`src/rtl/eve_pkg.sv`:
```
// Shared definitions for the EvE gene pipeline: gene field positions,
// key extraction, fitness encodings and the aligner state enum.
package eve_pkg;

   localparam int GENE_W   = 64;
   localparam int CONN_BIT = 55;
   localparam int ID_HI    = 47;
   localparam int ID_LO    = 40;
   localparam int DST_HI   = 39;
   localparam int DST_LO   = 32;
   localparam int KEY_W    = 17;

   localparam logic [1:0] FIT_EQ   = 2'b00;
   localparam logic [1:0] FIT_A    = 2'b01;
   localparam logic [1:0] FIT_B    = 2'b10;
   localparam logic [1:0] FIT_EQ_2 = 2'b11;

   typedef enum logic [2:0] {
      S_IDLE,
      S_MERGE,
      S_DRAIN_A,
      S_DRAIN_B,
      S_FLUSH
   } state_t;

   // Node genes sort before every connection gene because the conn bit is the key MSB.
   function automatic logic [KEY_W-1:0] gene_key(input logic [GENE_W-1:0] g);
      logic is_conn;
      is_conn  = g[CONN_BIT];
      gene_key = {is_conn, g[ID_HI:ID_LO], (is_conn ? g[DST_HI:DST_LO] : 8'h00)};
   endfunction

endpackage

```
`src/rtl/eve_pair_outreg.sv`:
```
// One-entry output register for aligned gene pairs; holds while the PE stalls.
module eve_pair_outreg #(
   parameter int W = 64
) (
   input  logic         clk,
   input  logic         rst,
   input  logic         load,
   input  logic [W-1:0] p1_d,
   input  logic [W-1:0] p2_d,
   input  logic         out_ready,
   output logic         wr_en,
   output logic [W-1:0] parent1,
   output logic [W-1:0] parent2,
   output logic         slot_free
);

   // A new pair may load when empty or when the current pair transfers now.
   assign slot_free = !wr_en || out_ready;

   // Pair register: load wins over drain so back-to-back pairs flow at full rate.
   always_ff @(posedge clk) begin
      if (!rst) begin
         wr_en   <= 1'b0;
         parent1 <= '0;
         parent2 <= '0;
      end else if (load) begin
         wr_en   <= 1'b1;
         parent1 <= p1_d;
         parent2 <= p2_d;
      end else if (out_ready) begin
         wr_en   <= 1'b0;
      end
   end

endmodule

```
`src/rtl/eve_gene_aligner.sv`:
```
// Merges two key-sorted parent gene streams into aligned pairs for the
// crossover PE and counts matching / disjoint / excess genes.
//
// state     | meaning
// ----------+--------------------------------------------------
// S_IDLE    | waiting for start
// S_MERGE   | both streams live, one key comparison per cycle
// S_DRAIN_A | B finished, remaining A genes are excess
// S_DRAIN_B | A finished, remaining B genes are excess
// S_FLUSH   | waiting for the last pair to leave, then done
module eve_gene_aligner #(
   parameter int GENE_W = 64,
   parameter int CNT_W  = 16
) (
   input  logic              clk,
   input  logic              rst,
   input  logic              start,
   input  logic [1:0]        fit_sel,
   input  logic [GENE_W-1:0] a_gene,
   input  logic [GENE_W-1:0] b_gene,
   input  logic              a_valid,
   input  logic              b_valid,
   input  logic              a_last,
   input  logic              b_last,
   output logic              a_ready,
   output logic              b_ready,
   output logic [GENE_W-1:0] parent1,
   output logic [GENE_W-1:0] parent2,
   output logic              wr_en,
   input  logic              out_ready,
   output logic [CNT_W-1:0]  match_cnt,
   output logic [CNT_W-1:0]  disjoint_cnt,
   output logic [CNT_W-1:0]  excess_cnt,
   output logic              done,
   output logic              busy,
   output logic              order_err
);

   import eve_pkg::*;

   state_t              state_q, state_d;
   logic [1:0]          fit_q;
   logic [KEY_W-1:0]    key_a, key_b, prev_a_q, prev_b_q;
   logic                seen_a_q, seen_b_q;
   logic                keep_a, keep_b;
   logic                pop_a, pop_b, load, slot_free;
   logic [GENE_W-1:0]   p1_d, p2_d;
   logic                inc_match, inc_disj, inc_exc;
   logic                done_d, done_q;
   logic                start_ok;

   assign key_a    = gene_key(a_gene);
   assign key_b    = gene_key(b_gene);
   assign keep_a   = (fit_q != FIT_B);
   assign keep_b   = (fit_q != FIT_A);
   assign start_ok = (state_q == S_IDLE) && start;

   assign a_ready  = pop_a;
   assign b_ready  = pop_b;
   assign busy     = (state_q != S_IDLE);
   assign done     = done_q;

   // Decision logic: at most one merge/drain step per cycle; dropped genes bypass the output slot.
   always_comb begin
      state_d   = state_q;
      pop_a     = 1'b0;
      pop_b     = 1'b0;
      load      = 1'b0;
      p1_d      = a_gene;
      p2_d      = b_gene;
      inc_match = 1'b0;
      inc_disj  = 1'b0;
      inc_exc   = 1'b0;
      done_d    = 1'b0;
      case (state_q)
         S_IDLE: begin
            if (start) state_d = S_MERGE;
         end
         S_MERGE: begin
            if (a_valid && b_valid) begin
               if (key_a == key_b) begin
                  if (slot_free) begin
                     pop_a     = 1'b1;
                     pop_b     = 1'b1;
                     load      = 1'b1;
                     inc_match = 1'b1;
                  end
               end else if (key_a < key_b) begin
                  if (slot_free || !keep_a) begin
                     pop_a    = 1'b1;
                     inc_disj = 1'b1;
                     load     = keep_a;
                     p2_d     = a_gene;
                  end
               end else begin
                  if (slot_free || !keep_b) begin
                     pop_b    = 1'b1;
                     inc_disj = 1'b1;
                     load     = keep_b;
                     p1_d     = b_gene;
                  end
               end
               if (pop_a && a_last && pop_b && b_last) state_d = S_FLUSH;
               else if (pop_a && a_last)               state_d = S_DRAIN_B;
               else if (pop_b && b_last)               state_d = S_DRAIN_A;
            end
         end
         S_DRAIN_A: begin
            if (a_valid && (slot_free || !keep_a)) begin
               pop_a   = 1'b1;
               inc_exc = 1'b1;
               load    = keep_a;
               p2_d    = a_gene;
               if (a_last) state_d = S_FLUSH;
            end
         end
         S_DRAIN_B: begin
            if (b_valid && (slot_free || !keep_b)) begin
               pop_b   = 1'b1;
               inc_exc = 1'b1;
               load    = keep_b;
               p1_d    = b_gene;
               if (b_last) state_d = S_FLUSH;
            end
         end
         S_FLUSH: begin
            if (slot_free) begin
               state_d = S_IDLE;
               done_d  = 1'b1;
            end
         end
         default: state_d = S_IDLE;
      endcase
   end

   // State, fitness latch and done pulse.
   always_ff @(posedge clk) begin
      if (!rst) begin
         state_q <= S_IDLE;
         fit_q   <= FIT_EQ;
         done_q  <= 1'b0;
      end else begin
         state_q <= state_d;
         done_q  <= done_d;
         if (start_ok) fit_q <= fit_sel;
      end
   end

   // Saturating statistics, cleared by an accepted start.
   always_ff @(posedge clk) begin
      if (!rst || start_ok) begin
         match_cnt    <= '0;
         disjoint_cnt <= '0;
         excess_cnt   <= '0;
      end else begin
         if (inc_match && (match_cnt != '1))    match_cnt    <= match_cnt + CNT_W'(1);
         if (inc_disj  && (disjoint_cnt != '1)) disjoint_cnt <= disjoint_cnt + CNT_W'(1);
         if (inc_exc   && (excess_cnt != '1))   excess_cnt   <= excess_cnt + CNT_W'(1);
      end
   end

   // Per-stream key history; the first gene of each genome has nothing to compare against.
   always_ff @(posedge clk) begin
      if (!rst || start_ok) begin
         order_err <= 1'b0;
         prev_a_q  <= '0;
         prev_b_q  <= '0;
         seen_a_q  <= 1'b0;
         seen_b_q  <= 1'b0;
      end else begin
         if (pop_a) begin
            if (seen_a_q && (key_a <= prev_a_q)) order_err <= 1'b1;
            prev_a_q <= key_a;
            seen_a_q <= 1'b1;
         end
         if (pop_b) begin
            if (seen_b_q && (key_b <= prev_b_q)) order_err <= 1'b1;
            prev_b_q <= key_b;
            seen_b_q <= 1'b1;
         end
      end
   end

   // Output pair register toward the PE.
   eve_pair_outreg #(.W(GENE_W)) u_outreg (
      .clk       (clk),
      .rst       (rst),
      .load      (load),
      .p1_d      (p1_d),
      .p2_d      (p2_d),
      .out_ready (out_ready),
      .wr_en     (wr_en),
      .parent1   (parent1),
      .parent2   (parent2),
      .slot_free (slot_free)
   );

endmodule

```
`config.mk`:
```
export PLATFORM = sky130hd
export DESIGN_NAME = eve_gene_aligner
export DESIGN_NICKNAME = d
export VERILOG_FILES = /design/src/rtl/eve_pkg.sv /design/src/rtl/eve_pair_outreg.sv /design/src/rtl/eve_gene_aligner.sv
export SDC_FILE = /design/constraint.sdc
export NUM_CORES = 1
export LEC_CHECK = 0
export CORE_MARGIN = 2
export CORE_UTILIZATION = 44
export DETAILED_ROUTE_END_ITERATION = 8
export MAX_ROUTING_LAYER = met4
export PLACE_DENSITY = 0.82
export SETUP_SLACK_MARGIN = 0.05
export SLEW_MARGIN = 10
export SYNTH_ARGS = -nofsm -noshare
export SYNTH_HDL_FRONTEND = slang
export SYNTH_SLANG_ARGS = --single-unit
```
`constraint.sdc`:
```
create_clock -name clk -period 3.3 [get_ports clk]
set_input_delay 0.66 -clock clk [delete_from_list [all_inputs] [get_ports clk]]
set_output_delay 0.66 -clock clk [all_outputs]
set_load 0.02 [all_outputs]
```
# ---- After elaboration in Yosys (flattened, before gate mapping)
# Cells that the tools add are included.
dict set report totals {
  in_bits 138
  out_inout_bits 182
  ff_bits 220
  elab_cells 128
}
dict set report classes {
  addsub 3
  order_cmp 3
  muxes 64
  n_eq_ne 18
  n_reduce_logical 26
}
# cell count
set ops {}
lappend ops {{$mux 64} 10}
lappend ops {{$pmux 64 s2} 2}
lappend ops {{$add 16x1->16 const B} 3}
lappend ops {{$ne 16x16->1 const B} 3}
lappend ops {{$mux 1} 35}
lappend ops {{$le 17x17->1} 2}
lappend ops {{$mux 3} 10}
lappend ops {{$eq 17x17->1} 1}
lappend ops {{$lt 17x17->1} 1}
lappend ops {{$mux 8} 2}
lappend ops {{$ne 2x2->1 const B} 8}
lappend ops {{$pmux 3 s5} 1}
lappend ops {{$logic_and 1x1->1} 13}
lappend ops {{$reduce_and 8->1} 1}
lappend ops {{$eq 3x2->1 const B} 2}
lappend ops {{$pmux 1 s2} 3}
lappend ops {{$logic_not 1->1} 4}
lappend ops {{$logic_or 1x1->1} 4}
lappend ops {{$ne 4x4->1 const B} 1}
lappend ops {{$eq 3x1->1 const B} 1}
lappend ops {{$eq 3x3->1 const B} 1}
lappend ops {{$logic_not 3->1} 1}
lappend ops {{$pmux 1 s3} 1}
lappend ops {{$reduce_bool 3->1} 1}
lappend ops {{other kinds (3)} 3}

# ---- Logic depth before layout (Yosys ltp)
# Gate-level depths: netlist of the first run.
dict set report logic_depth {
  depth_word 14
  ltp_mapped 13
  ltp_nobuf 11
}

# ---- Modules after synthesis
# From an unflattened synthesis of the first run, not the netlist that was laid out.
dict set report unflattened {
  cells_unflattened 1245
  area_unflattened_um2 12091.6
}
# mod instances seq_area_each_um2 cells_each area_per_inst_um2
set modules_own_cells {}
lappend modules_own_cells {eve_gene_aligner 1 1821.7 828 7094.3}
lappend modules_own_cells {eve_pair_outreg 1 2582.5 417 4997.3}

# ---- Worst setup path before layout of the first run
# Ideal clock, no wire load.
dict set report synth_path {
  path_type {input-to-output}
  start {input a_gene[55]}
  end {output b_ready}
  slack_ps 76
  path_buffers 2
  required_time_ps 2640
  arrival_ps 2564
  path_stages 10
  cell_sequence {clkbuf_1 -> and2_1 -> ha_1 -> nand4_1 -> a21oi_1 -> and4_1 -> a21boi_1 -> nor2_1 -> o31ai_1 -> buf_2}
}
dict set report synth_via {
  elab_chain_len 8
  elab_cells_between_ends 9
  cone_classes {order compare (1); eq/ne (1); mux (7)}
}
# item line_no
set synth_lines {}
lappend synth_lines {{start: declaration} eve_gene_aligner.sv:19} ;# input logic [GENE_W-1:0] a_gene,
lappend synth_lines {{$mux 8 (*)} eve_pkg.sv:30} ;# gene_key = {is_conn, g[ID_HI:ID_LO], (is_conn ? g[DST_HI:DST_LO] : 8'h00)};
lappend synth_lines {{net key_a[7]} eve_gene_aligner.sv:43} ;# logic [KEY_W-1:0] key_a, key_b, prev_a_q, prev_b_q;
lappend synth_lines {{$lt 17x17->1} eve_gene_aligner.sv:88} ;# end else if (key_a < key_b) begin
lappend synth_lines {{$mux 1} eve_gene_aligner.sv:88}
lappend synth_lines {{$mux 1 (*)} eve_gene_aligner.sv:81} ;# if (key_a == key_b) begin
lappend synth_lines {{$mux 1 (*)} eve_gene_aligner.sv:80} ;# if (a_valid && b_valid) begin
lappend synth_lines {{$mux 1 (*)} eve_gene_aligner.sv:75} ;# case (state_q)
lappend synth_lines {{$mux 1 (*)} eve_gene_aligner.sv:80}
lappend synth_lines {{$pmux 1 s2 (*)} eve_gene_aligner.sv:75}
lappend synth_lines {{end: declaration} eve_gene_aligner.sv:26} ;# output logic b_ready,
# Mark *: on every way through the listed nets, which the timed path passes. The rest lies on a longest branch. The select of a mux whose other input is x is not followed.

# ---- Final worst setup path of the first run
# Same ends and word-level chain as after synthesis.

==> results of run 1 <==
==> cells by family (layout without fill, tap and decap cells) <==
group | count (synthesis) | in the layout
compound gates | 315 | 315
simple gates | 344 | 344
other cells | 0 | 5
buf+inv | 142 | 552
xor+xnor | 28 | 28
mux | 163 | 163
flops | 220 | 220
fa+ha+maj | 53 | 53
==> metrics by stage <==
step           power [mW]  instances  instance area, sq um   util  hold slack, ns
2_1_floorplan        5.23       1265                 11300      -           0.440
3_3_place_gp         6.91       1953                 15700  0.622           0.451
3_5_place_dp         6.98       1953                 15700  0.622           0.481
4_1_cts              9.87       2003                 16700  0.660           0.491
5_1_grt              10.3       2009                 16800  0.664           0.507
6_report             9.85       2010                 16800  0.664           0.490
==> Yosys cell counts, types with 3 or more instances <==
| master | number | share of area |
|---|---|---|
| sky130_fd_sc_hd__a21boi_0 | 3 | 0.0020 |
| sky130_fd_sc_hd__a21o_1 | 10 | 0.0066 |
| sky130_fd_sc_hd__a21oi_1 | 96 | 0.042 |
| sky130_fd_sc_hd__a22oi_1 | 4 | 0.0027 |
| sky130_fd_sc_hd__a31oi_1 | 3 | 0.0017 |
| sky130_fd_sc_hd__and2_1 | 7 | 0.0039 |
| sky130_fd_sc_hd__and3_1 | 9 | 0.0050 |
| sky130_fd_sc_hd__and4_1 | 6 | 0.0046 |
| sky130_fd_sc_hd__buf_1 | 7 | 0.0023 |
| sky130_fd_sc_hd__buf_2 | 15 | 0.0066 |
| sky130_fd_sc_hd__buf_4 | 9 | 0.0060 |
| sky130_fd_sc_hd__buf_6 | 6 | 0.0060 |
| sky130_fd_sc_hd__clkbuf_1 | 44 | 0.015 |
| sky130_fd_sc_hd__dfxtp_1 | 220 | 0.39 |
| sky130_fd_sc_hd__ha_1 | 51 | 0.056 |
| sky130_fd_sc_hd__inv_1 | 61 | 0.020 |
| sky130_fd_sc_hd__mux2i_1 | 162 | 0.14 |
| sky130_fd_sc_hd__nand2_1 | 120 | 0.040 |
| sky130_fd_sc_hd__nand2b_1 | 13 | 0.0072 |
| sky130_fd_sc_hd__nand3_1 | 25 | 0.011 |
| sky130_fd_sc_hd__nand4_1 | 22 | 0.012 |
| sky130_fd_sc_hd__nor2_1 | 92 | 0.030 |
| sky130_fd_sc_hd__nor2b_1 | 10 | 0.0055 |
| sky130_fd_sc_hd__nor3_1 | 9 | 0.0040 |
| sky130_fd_sc_hd__nor4_2 | 3 | 0.0033 |
| sky130_fd_sc_hd__o211a_1 | 64 | 0.057 |
| sky130_fd_sc_hd__o211ai_1 | 17 | 0.011 |
| sky130_fd_sc_hd__o21a_1 | 6 | 0.0040 |
| sky130_fd_sc_hd__o21ai_0 | 76 | 0.034 |
| sky130_fd_sc_hd__o21ai_1 | 15 | 0.0066 |
| sky130_fd_sc_hd__o31ai_1 | 3 | 0.0020 |
| sky130_fd_sc_hd__or3_1 | 11 | 0.0061 |
| sky130_fd_sc_hd__or4_1 | 7 | 0.0046 |
| sky130_fd_sc_hd__xnor2_1 | 16 | 0.012 |
| sky130_fd_sc_hd__xor2_1 | 12 | 0.0093 |
==> report_power, final <==
group | switching, mW | leakage (nW) | internal (mW) | total (mW)
Sequential | 0.248 | 1.78 | 3.09 | 3.33
Combinational | 1.92 | 4.66 | 1.74 | 3.66
Clock | 1.12 | 0.410 | 1.74 | 2.86
Total | 3.29 | 6.85 | 6.56 | 9.85
==> tightest hold or removal path, cell delays in order, from the launching register on <==
cell                      delay (ns)
sky130_fd_sc_hd__dfxtp_1        0.33
sky130_fd_sc_hd__nand2_1        0.06
sky130_fd_sc_hd__mux2i_1        0.05
==> area by class of cell <==
type,count,area share
multi-input cells,903,0.390
clock inverters,8,0.00724
flip-flops and latches,220,0.263
repair buffers,447,0.259
well taps,330,0.0246
inverters,61,0.0137
diodes,5,0.000746
clock buffers,36,0.0428
==> worst max path at each step <==
stage / from / endpoint / cells past startpoint
final: a_gene[55] / b_ready / 10
after global placement: a_gene[55] / a_ready / 10
after CTS: a_gene[33] / a_ready / 11
after detailed placement: a_gene[55] / a_ready / 10
after floorplan: a_gene[55] / b_ready / 10
after global routing: a_gene[55] / b_ready / 10
==> routing by layer <==
metal  track usage  vias up  routed length, um
li1              -     5305                  -
met1         0.316     5238              14800
met2         0.446      379              17700
met3        0.0711       85               2930
met4        0.0957        0               1290
met5             -        -                  0
==> timing repair <==
item                                    4_1_cts  5_1_grt
resized for setup                            81       29
hold buffers                                  0        0
buffers inserted                              6        2
pin swaps                                    16       13
endpoints found under the setup margin      136        2
==> state kept, by name, summed over array words and instances (netlist names), 3 cells and up <==
register,count
u_outreg.parent2,64
disjoint_cnt,16
match_cnt,16
u_outreg.parent1,64
state_q,3
prev_b_q,17
prev_a_q,17
excess_cnt,16
==> summary.txt, run 1 <==
ys flop type = sky130_fd_sc_hd__dfxtp_1
Avg Synthesized Cell Area = 8.95 sq um
combined flip-flop and latch cell area = 4400 sq um
number of warnings printed during yosys synthesis = 0
CP Data Arrival Time = 2.58 ns
DR vias = 11007
VDD IR-drop max = 0.446 mV
clock insertion delay at the later pin of the skew report = 0.54 ns
proportion of synthesized area in mux cells = 0.144
x dimension of the die = 164 um
violation count after the first detailed-route iteration = 730
Die Y = 164 um
worst stage delay on the critical path = 0.29 ns
number of I/O pins = 320
Routability Congestion = 0.886
commonest non-fill, non-tap cell in the layout = sky130_fd_sc_hd__clkdlybuf4s50_1
sinks on the clock net = 220
share of the synthesized area in compound gates (AO/OA/AOI/OAI) = 0.185
dominant combinational cell family by area after synthesis = compound AO/OA/AOI/OAI gates
worst path bufs/invs = 3
power per unit of standard cell area = 588 nW/um^2
area fraction in and, or, nand and nor cells after synthesis = 0.146
CTS root buffer = sky130_fd_sc_hd__clkbuf_16
placeable core area = 25300 sq um
number of core rows = 58
count of mapped cells out of synthesis = 1265
count of distinct cell types in the synthesized netlist = 61
kind of start point of the critical path = input pin
Reg2Reg Depth = 9
shortest period the worst path allows = 3.24 ns
slowest cell on the critical path = sky130_fd_sc_hd__ha_1
Final Hold Fails = 0
TritonCTS clock tree = done
commonest cells after routing, fill and taps aside = 284 x sky130_fd_sc_hd__clkdlybuf4s50_1, 220 x sky130_fd_sc_hd__dfxtp_1, 162 x sky130_fd_sc_hd__mux2i_1
maximum clock rate = 309 MHz
Die ar. = 27000 sq um
result of the run = finished clean
number of nets in the synthesized netlist = 1454
post-detailed-route count of antenna-violating nets = 0
maximum number of pins on one net before global-route repair = 109
adder-cell area share of the yosys netlist = 0.0583
CTS Buf Count = 25
cells along the critical path = clkbuf_4, buf_4, and2_4, ha_1, o21a_1, and4_4, a21boi_4, nor2_4, o31ai_4, buf_6
setup total negative slack = 0 ns
Period Utilization, post-route = 0.982
worst reg2reg endpoint = disjoint_cnt[14]
required time of the critical path = 2.64 ns
type of the most critical hold path = register to register
Slew Limit Fails = 0
depth of the worst hold-timing path = 2
ys async rst share = 0
CP top delay family = compound AO/OA/AOI/OAI gates
Final Worst Setup Slack = 0.0587 ns
flip-flop and latch count after synthesis = 220
router iterations before antenna repair = 5
Post-synth EDFFs = 0
slew at the pin with the worst max-slew slack = 0.552 ns
worst-case clock buffer depth = 3
placement-stage worst setup slack = -0.861 ns
initial standard-cell utilization of the core = 0.448
average detailed-routed wire length per instance = 18.3 um
critical path peak fanout = 6
leftover overflow at the end of global routing = 0
multi-input gate area in the final layout = 6530 sq um
maximum capacitance violations = 0
Min-Delay Endpoint = disjoint_cnt[11]
Synth-to-Final Area Change = 48.0%
critical register-to-register path startpoint = state_q[0]
register-to-register setup slack = 0.65 ns
max_slew headroom = 0.628
combined global-route utilization of all metal layers = 0.269
share of post-route cells with drive strength above 1 = 0.138
leakage power of the design = 6.85 nW
first-pass GRT wire length = 56300 um
unrepaired setup endpoints after global routing = true
antenna violations before repair = 4
number of nets in the final layout = 1847
Final setup violation count = 0
post-synthesis instance area = 11300 sq um
clock skew after layout = 0.0235 ns
DRC violations left = 0
part of the Yosys area used for sequential elements = 0.389
register clock-pin slew on the reported worst setup and hold paths = 0.06 ns
number of global-route vias before repair = 10936
average via count per standard cell = 5.48
kind of critical path = input pin to output port
port buffer count = 319
detailed placer's ending HPWL = 27300 um
detailed-route wire length = 36800 um
post-synthesis share of cell area spent on xor and xnor gates = 0.0217
crit end category = output port
H-Tree Level Count = 1
number of inserted filler cells in the final layout = 1994
beginning of the worst hold path = disjoint_cnt[11]
Note: power is estimated with default switching activity, not from simulation.
==> run 2, diff against run 1 <==
--- a/config.mk
+++ b/config.mk
@@ -7,6 +7,7 @@
 export LEC_CHECK = 0
 export CORE_MARGIN = 2
 export CORE_UTILIZATION = 44
+export CTS_CLUSTER_DIAMETER = 150
 export DETAILED_ROUTE_END_ITERATION = 8
 export MAX_ROUTING_LAYER = met4
 export PLACE_DENSITY = 0.82
==> results of run 2 <==
The final DEF is identical to that of run 1; final timing and power are the same.
==> run 3, diff against run 2 <==
--- a/config.mk
+++ b/config.mk
@@ -5,7 +5,6 @@
 export SDC_FILE = /design/constraint.sdc
 export NUM_CORES = 1
 export LEC_CHECK = 0
-export CORE_MARGIN = 2
 export CORE_UTILIZATION = 44
 export CTS_CLUSTER_DIAMETER = 150
 export DETAILED_ROUTE_END_ITERATION = 8
==> summary.txt, run 3 (same netlist as run 1, synthesis figures left out) <==
result of the run = finished clean
Final Hold Fails = 0 (unchanged)
port buffer count = 319 (unchanged)
first-pass GRT wire length = 57000 um (+1.2%)
post-detailed-route count of antenna-violating nets = 0 (unchanged)
setup total negative slack = 0 ns (unchanged)
utilization after layout = 0.673 (+0.00927)
Reg2Reg Depth = 11 (+2)
top flop regs = u_outreg.parent1 x64, u_outreg.parent2 x64
number of inserted filler cells in the final layout = 1856 (-6.9%)
number of core rows = 58 (unchanged)
Inst Count DP = 1961 (+0.41%)
CTS Buf Count = 25 (unchanged)
PnR Total Power = 9.98 mW (+1.3%)
clock insertion delay at the later pin of the skew report = 0.53 ns (about the same)
kind of start point of the critical path = input pin
placement-stage worst setup slack = -0.874 ns (-0.0132 ns)
commonest non-fill, non-tap cell in the layout = sky130_fd_sc_hd__clkdlybuf4s50_1
Period Utilization, post-route = 0.989 (+0.00683)
final std cell area, no fill = 16900 sq um (+1.1%)
kind of critical path = input pin to output port
violation count after the first detailed-route iteration = 756 (+3.6%)
shortest period the worst path allows = 3.26 ns (+0.0225 ns)
average via count per standard cell = 5.46 (-0.22%)
number of nets in the final layout = 1862 (+0.81%)
power per unit of standard cell area = 589 nW/um^2 (+0.24%)
initial standard-cell utilization of the core = 0.450 (+0.00129)
leftover overflow at the end of global routing = 0 (unchanged)
Die Y = 162 um (-1.2%)
placeable core area = 25200 sq um (-0.29%)
x dimension of the die = 162 um (-1.2%)
CP Data Arrival Time = 2.60 ns (+0.02 ns)
worst hold-check slack = 0.420 ns (-0.0695 ns)
depth of the worst hold-timing path = 2 (unchanged)
multi-input gate area in the final layout = 6510 sq um (-0.25%)
clock skew after layout = 0.0159 ns (-0.00764 ns)
unrepaired setup endpoints after global routing = true
Final Worst Setup Slack = 0.0361 ns (-0.0225 ns)
Final setup violation count = 0 (unchanged)
number of global-route vias before repair = 11057 (+1.1%)
hold buffers post-CTS = 0 (unchanged)
maximum capacitance violations = 0 (unchanged)
crit end category = output port
register clock-pin slew on the reported worst setup and hold paths = 0.06 ns (about the same)
Die ar. = 26400 sq um (-2.4%)
DR vias = 11065 (+0.53%)
sinks on the clock net = 220 (unchanged)
combined flip-flop and latch cell area = 4400 sq um (unchanged)
DRC violations left = 0 (unchanged)
Routability Congestion = 0.917 (+3.4%)
Synth-to-Final Area Change = 49.7%
detailed placer's ending HPWL = 26000 um (-4.6%)
detailed-route wire length = 36500 um (-0.76%)
type of the most critical hold path = input pin to register
worst-case clock buffer depth = 3 (unchanged)
leakage power of the design = 6.96 nW (+1.6%)
non-filler instance count after layout = 2025 (+0.75%)
router iterations before antenna repair = 7 (+2)
slew at the pin with the worst max-slew slack = 0.611 ns (+0.0588 ns)
share of post-route cells with drive strength above 1 = 0.140 (+0.00224)
maximum number of pins on one net before global-route repair = 136 (+25%)
required time of the critical path = 2.64 ns (about the same)
TritonCTS clock tree = done
average detailed-routed wire length per instance = 18.0 um (-1.5%)
number of I/O pins = 320 (unchanged)
max_slew headroom = 0.592 (-0.0358)
antenna violations before repair = 4 (unchanged)
H-Tree Level Count = 1 (unchanged)
Slew Limit Fails = 0 (unchanged)
commonest cells after routing, fill and taps aside = 286 x sky130_fd_sc_hd__clkdlybuf4s50_1, 220 x sky130_fd_sc_hd__dfxtp_1, 162 x sky130_fd_sc_hd__mux2i_1
standard cell area after detailed placement = 15800 sq um (+0.46%)
combined global-route utilization of all metal layers = 0.277 (+0.00753)
critical path peak fanout = 4 (-2)
VDD IR-drop max = 0.539 mV (+21%)
maximum clock rate = 306 MHz (-0.69%)
CTS root buffer = sky130_fd_sc_hd__clkbuf_16
-- run 3: final timing paths --
check	start	end	slack (ns)
max reg2reg	state_q[1]	u_outreg.parent1[57]	0.66
min	rst	fit_q[1]	0.42
max	b_gene[36]	b_ready	0.04
min reg2reg	seen_a_q	seen_a_q	0.48
-- run 3: cell type report --
cell class	instances	share of cell area
Tap cell	330	0.0244
Clock buffer	38	0.0433
Sequential cell	220	0.260
Inverter	61	0.0135
Antenna cell	4	0.000591
Timing Repair Buffer	462	0.266
Multi-Input combinational cell	903	0.384
Clock inverter	7	0.00797
-- run 3: where the power goes --
part	switching (mW)	internal [mW]	total (mW)	leakage, nW
clock	1.13	1.84	2.97	0.428
combinational	1.92	1.75	3.67	4.75
sequential	0.249	3.09	3.33	1.78
-- run 3: repair_timing --
action | CTS | global route
endpoints found under the hold margin | 0 | 0
resized for setup | 85 | 6
gates cloned | 2 | 0
pin swaps | 17 | 2
setup buffers | 13 | 0
setup endpoints to repair | 105 | 2
-- run 3: metal layers --
metal	global-route usage	vias to the layer above	routed length, um
li1	-	5345	-
met3	0.0576	70	2690
met5	-	-	0
met4	0.0828	0	960
met1	0.328	5221	15200
met2	0.470	429	17700
-- run 3: worst max-delay path, stage by stage --
cell and delay (ns):
sky130_fd_sc_hd__clkdlybuf4s50_1 0.56, sky130_fd_sc_hd__and4_1 0.29, sky130_fd_sc_hd__o21a_1 0.16, sky130_fd_sc_hd__and4_1 0.23, sky130_fd_sc_hd__a21boi_4 0.21, sky130_fd_sc_hd__nor2_2 0.07, sky130_fd_sc_hd__o31ai_4 0.26, sky130_fd_sc_hd__buf_6 0.17
